$ cat config.mk
export PLATFORM = sky130hd
export DESIGN_NAME = fifo_dual_issue_reader
export DESIGN_NICKNAME = d
export VERILOG_FILES = /design/src/rtl/fifo_reader_pkg.sv /design/src/rtl/fifo_dual_issue_pair_check.sv /design/src/rtl/fifo_dual_issue_reader.sv
export SDC_FILE = /design/constraint.sdc
export NUM_CORES = 1
export LEC_CHECK = 0
export ABC_AREA = 1
export CAP_MARGIN = 0
export CORE_MARGIN = 5
export CORE_UTILIZATION = 32
export DETAILED_ROUTE_END_ITERATION = 8
export PLACE_DENSITY = 0.76
export SLEW_MARGIN = 20
export SYNTH_ARGS = -nofsm -noshare
export SYNTH_HDL_FRONTEND = slang
export SYNTH_SLANG_ARGS = --single-unit
$ cat constraint.sdc
create_clock -name clk -period 1.8 [get_ports clk]
set_input_delay 0.45 -clock clk [delete_from_list [all_inputs] [get_ports clk]]
set_output_delay 0.45 -clock clk [all_outputs]
set_load 0.005 [all_outputs]
$ cat src/rtl/fifo_reader_pkg.sv
// fifo_reader_pkg: shared types and constants for the dual-issue FIFO reader
package fifo_reader_pkg;
    localparam int READ_PORT = 2;
    localparam int ENTRY_W   = 32;

    typedef logic [1:0] pop_num_t;

    typedef struct packed {
        logic [READ_PORT-1:0]              valid;
        logic [READ_PORT-1:0][ENTRY_W-1:0] data;
    } issue_pair_t;
endpackage

$ cat src/rtl/fifo_dual_issue_pair_check.sv
// fifo_dual_issue_pair_check: decides how many head entries (0/1/2) to pop this cycle
//   valid[1:0] : per-lane FIFO valid, lane 0 oldest
//   solo[1:0]  : per-lane "must issue alone" flag taken from each head entry
//   can_load   : issue register can accept a new pair this cycle
//   flush      : suppresses any pop
//   n          : pop count
module fifo_dual_issue_pair_check
    import fifo_reader_pkg::*;
(
    input  logic [1:0] valid,
    input  logic [1:0] solo,
    input  logic       can_load,
    input  logic       flush,
    output pop_num_t   n
);
    // valid=10 falls into the n=0 branch because lane 0 is not valid
    always_comb begin
        n = (~valid[0] | ~can_load | flush)  ? 2'd0 :
            (~valid[1] | solo[0] | solo[1]) ? 2'd1 : 2'd2;
    end
endmodule

$ cat src/rtl/fifo_dual_issue_reader.sv
// fifo_dual_issue_reader: pops up to two FIFO head entries per cycle into a two-slot issue register
//   clk, rst_n       : clock, synchronous active-low reset
//   flush_i          : pipeline flush, drops both slots and blocks popping
//   fifo_valid_i     : per-lane FIFO valid; fifo_data_i: head entries, lane 0 oldest
//   fifo_ready_o     : pop request; fifo_num_o: pop count 0..2
//   issue_valid_o    : registered slot valids; issue_data_o: registered slot data
//   issue_ready_i    : downstream consumes both occupied slots this cycle
//   FIFO_DUAL_ISSUE_READER_PERF_EN adds perf_dual_o, perf_single_o, perf_stall_o counters
module fifo_dual_issue_reader
    import fifo_reader_pkg::*;
#(
    parameter int DATA_WIDTH = 32,
    parameter int SOLO_BIT   = 0,
    parameter int READ_PORT  = fifo_reader_pkg::READ_PORT
) (
    input  logic                       clk,
    input  logic                       rst_n,
    input  logic                       flush_i,
    input  logic [1:0]                 fifo_valid_i,
    input  logic [1:0][DATA_WIDTH-1:0] fifo_data_i,
    output logic                       fifo_ready_o,
    output logic [1:0]                 fifo_num_o,
    output logic [1:0]                 issue_valid_o,
    output logic [1:0][DATA_WIDTH-1:0] issue_data_o,
`ifdef FIFO_DUAL_ISSUE_READER_PERF_EN
    output logic [31:0]                perf_dual_o,
    output logic [31:0]                perf_single_o,
    output logic [31:0]                perf_stall_o,
`endif
    input  logic                       issue_ready_i
);
    logic     can_load;
    pop_num_t n;

    assign can_load = ~(|issue_valid_o) | issue_ready_i;

    // holding reset through the flush input keeps the pop request low during reset
    fifo_dual_issue_pair_check u_check (
        .valid    (fifo_valid_i),
        .solo     ({fifo_data_i[1][SOLO_BIT], fifo_data_i[0][SOLO_BIT]}),
        .can_load (can_load),
        .flush    (flush_i | ~rst_n),
        .n        (n)
    );

    assign fifo_ready_o = (n != 2'd0);
    assign fifo_num_o   = n;

    always_ff @(posedge clk) begin
        if (!rst_n || flush_i)
            issue_valid_o <= 2'b00;
        else if (can_load)
            issue_valid_o <= {n == 2'd2, n != 2'd0};
    end

    // slot data carries no reset; it is qualified by issue_valid_o
    always_ff @(posedge clk) begin
        if (rst_n && !flush_i && can_load) begin
            if (n != 2'd0) issue_data_o[0] <= fifo_data_i[0];
            if (n == 2'd2) issue_data_o[1] <= fifo_data_i[1];
        end
    end

    always_ff @(posedge clk) begin
        if (rst_n)
            assert (fifo_valid_i != 2'b10)
            else $warning("protocol violation: fifo_valid_i=10 treated as 00");
    end

`ifdef FIFO_DUAL_ISSUE_READER_PERF_EN
    always_ff @(posedge clk) begin
        if (!rst_n) begin
            perf_dual_o   <= '0;
            perf_single_o <= '0;
            perf_stall_o  <= '0;
        end else begin
            if (n == 2'd2) perf_dual_o <= perf_dual_o + 32'd1;
            if (n == 2'd1) perf_single_o <= perf_single_o + 32'd1;
            if (fifo_valid_i[0] && n == 2'd0 && !flush_i) perf_stall_o <= perf_stall_o + 32'd1;
        end
    end
`endif
endmodule

==> flow_metrics.tcl <==
set metrics [dict create \
    critical_path.most_common_cell "sky130_fd_sc_hd__buf_4" \
    hold_slack_ps 502 \
    boundaryPins 139 \
    antenna_found_initial 0 \
    clock_path_buffers 2 \
    timing.rr.end "issue_data_o[33]$_DFFE_PP_" \
    regToRegSetupSlack_ps 90 \
    vias 1468 \
    yosys_warnings 0 \
    tritoncts.num_buffers 9 \
    synthCells 85 \
    maximum_number_of_pins_on_one_net_before_global_route_repair 32 \
    yosysUniqueCellTypes 12 \
    filler_cell_count 470 \
    grt_pass1_vias 1627 \
    maximum_operating_frequency_mhz 569 \
    vdd_ir_drop_max_mv 0.566 \
    cts_max_level 3 \
    hold_path.class "flip-flop to flip-flop" \
    storage_element_area_mm2 0.00196 \
    finClkSkew_ps 4.93 \
    grt.total_usage_pct 13.5 \
    totalWireLength_mm 5.53 \
    final.min_clock_period_ps 1760 \
    path_cells "clkbuf_2 -> inv_1 -> nand2_2 -> buf_6 -> buf_4 -> buf_4 -> buf_4 -> buf_4 -> buf_4 -> buf_4 -> buf_4 -> buf_4 -> buf_4 -> o21ai_2" \
    mostFrequentLayoutCell "sky130_fd_sc_hd__clkdlybuf4s50_1" \
    synth_nets 155 \
    leakagePower_nw 1.45 \
    r2r.worst_path.cells 8 \
    timing.max_slew.rel_slack_pct 89.0 \
    clk-insertion-delay-late_ps 320 \
    post_synth_instance_area_mm2 0.00206 \
    timing.critical_path.fanout_max 2 \
    hold-path-cell-count 2 \
    hold_buffers 0 \
    report.final.slew_viol_count 0 \
    hold_start "issue_valid_o[1]$_SDFFE_PP0N_" \
    initial_core_util_pct 32.7 \
    worstSetupStartpoint "flush_i" \
    dpl-instance-area_mm2 0.00362 \
    horizontal_extent_of_the_die_um 90.3 \
    multiInputGateArea_um2 87.6 \
    status "completed" \
    worst_setup_path_end_kind "flip-flop" \
    hold_end "issue_valid_o[1]$_SDFFE_PP0N_" \
    path_class "input port to flip-flop" \
    crit_required_ps 2050 \
    power_per_cell_area_mw_per_mm2 813 \
    drtIter0Drc 69 \
    fin_area_mm2 0.00400 \
    die-height_um 90.3 \
    antenna_cells 0 \
    clkSinkCount 66 \
    cp_slowest_stage_delay_ps 130 \
    critical_path.startpoint_type "input port" \
    via_per_inst 4.29 \
    final_core_utilization_pct 63.3 \
    grt_remaining_overflow 0 \
    crit_arrival_ps 2010 \
    route.antenna.remaining_nets 0 \
    grt_pass1_wl_mm 8.25 \
    synth.avg_cell_area_um2 24.3 \
    rsz_0062_raised_after_global_routing "false" \
    layout_cells_sized_above_1_pct 21.9 \
    drt_first_pass_iters 3 \
    worst_path_dominant_cell_family "buffers and inverters" \
    max-cap-violations 0 \
    worst_r2r_src "issue_valid_o[0]$_SDFFE_PP0N_" \
    yosysSeqAreaShare_pct 95.0 \
    cts-root-buf "sky130_fd_sc_hd__clkbuf_8" \
    setup_viol_count_final 0 \
    final_min_period_over_clock_period_pct 97.7 \
    gp_congestion 0.794 \
    count_of_endpoints_failing_hold_in_the_final_timing_report 0 \
    slew_worst_pin_ps 165 \
    io_buffer_count 138 \
    tritoncts "yes" \
    cpMaxStageDelayCell "sky130_fd_sc_hd__buf_4" \
    hpwl_mm 3.93 \
    remaining_drc_errors 0 \
    std_cell_rows 29 \
    synth_seq_cells 66 \
    finish.net_count 331 \
    cp.buffers_inverters 12 \
    top_library_cells_by_usage_in_the_layout_fill_and_taps_aside "sky130_fd_sc_hd__clkdlybuf4s50_1 (128), sky130_fd_sc_hd__edfxtp_1 (64), sky130_fd_sc_hd__buf_4 (20)" \
    layout-area-overhead-vs-synth_pct 93.7 \
    core_mm2 0.00631 \
    accumulated_negative_setup_slack_ps 0 \
    clkTransAtPathRegs_ps 70 \
    dieArea_mm2 0.00816 \
    detail_route.wl_per_cell_um 16.2 \
]
[layout make-up]
class	count	area share, %
Inverter	8	0.939
Sequential cell	66	49.1
Multi-Input combinational cell	11	2.19
Tap cell	77	2.41
Timing Repair Buffer	165	40.4
Clock inverter	4	1.69
Clock buffer	11	3.29
[worst reg2reg max path: stages (launching register included)]
cell	delay [ps]
sky130_fd_sc_hd__dfxtp_2	340
sky130_fd_sc_hd__o21ai_2	170
sky130_fd_sc_hd__buf_4	130
sky130_fd_sc_hd__nand3_2	80
sky130_fd_sc_hd__buf_4	140
sky130_fd_sc_hd__buf_4	120
sky130_fd_sc_hd__buf_4	140
sky130_fd_sc_hd__clkinvlp_4	80
sky130_fd_sc_hd__buf_12	190
[worst max path at each step]
| stage | to | slack [ps] | cells after the start |
|---|---|---|---|
| after floorplan | issue_data_o[0]$_DFFE_PP_ | 5 | 5 |
| after global placement | fifo_num_o[0] | -430 | 6 |
| after detailed placement | fifo_num_o[0] | -500 | 6 |
| after CTS | issue_data_o[26]$_DFFE_PP_ | -0.6 | 10 |
| after global routing | fifo_num_o[0] | 8 | 5 |
| final | issue_valid_o[0]$_SDFFE_PP0N_ | 40 | 14 |
[through the flow]
| step | std cells | worst slack, ps | total power [W] |
|---|---|---|---|
| finish | 342 | 41.8 | 0.00325 |
| global route | 342 | 8.48 | 0.00339 |
| floorplan | 85 | 5.37 | 0.00178 |
| detailed placement | 307 | -499 | 0.00200 |
| CTS | 344 | -0.645 | 0.00331 |
| global placement | 307 | -425 | 0.00199 |
[synth_stat cells]
cell                        n  area (µm²)
sky130_fd_sc_hd__nand2_1    3        11.3
sky130_fd_sc_hd__nor2_2     1        6.26
sky130_fd_sc_hd__edfxtp_1  64        1920
sky130_fd_sc_hd__nand3_2    1        10.0
sky130_fd_sc_hd__dfxtp_1    2        40.0
sky130_fd_sc_hd__o21ai_1    1        5.00
sky130_fd_sc_hd__nand2_2    1        6.26
sky130_fd_sc_hd__nor2_1     1        3.75
sky130_fd_sc_hd__a21oi_2    1        8.76
sky130_fd_sc_hd__inv_1      8        30.0
sky130_fd_sc_hd__o21ai_0    1        5.00
sky130_fd_sc_hd__nor3_4     1        16.3
[flip-flops by register name, summed over array words and instances (netlist names)]
signal / flops
issue_data_o: 64
issue_valid_o: 2
[kinds of logic after synthesis]
family	synth area share [%]
buf+inv	1.45
simple gates	2.61
flops	95.0
compound gates	0.909
[timing repair]
action	CTS	global route
cloned	2	1
setup endpoints to repair	3	37
buffers inserted	22	0
pin swaps	5	4
resized for setup	28	12
[routing by layer]
layer  routed length, µm  share of wire, %  global-route usage (%)
met1                1780                32                    12.2
met2                2740                50                    22.4
met3                 803                15                    8.42
met4                 208               3.8                    8.19
met5                   0                 0                       0
[power by group]
| part | internal (W) | switching, W | total (W) |
|---|---|---|---|
| sequential | 0.00172 | 0.00000689 | 0.00172 |
| combinational | 0.000204 | 0.0000730 | 0.000277 |
| clock | 0.000764 | 0.000488 | 0.00125 |
| total | 0.00268 | 0.000567 | 0.00325 |
Note: power is estimated with default switching activity, not from simulation.
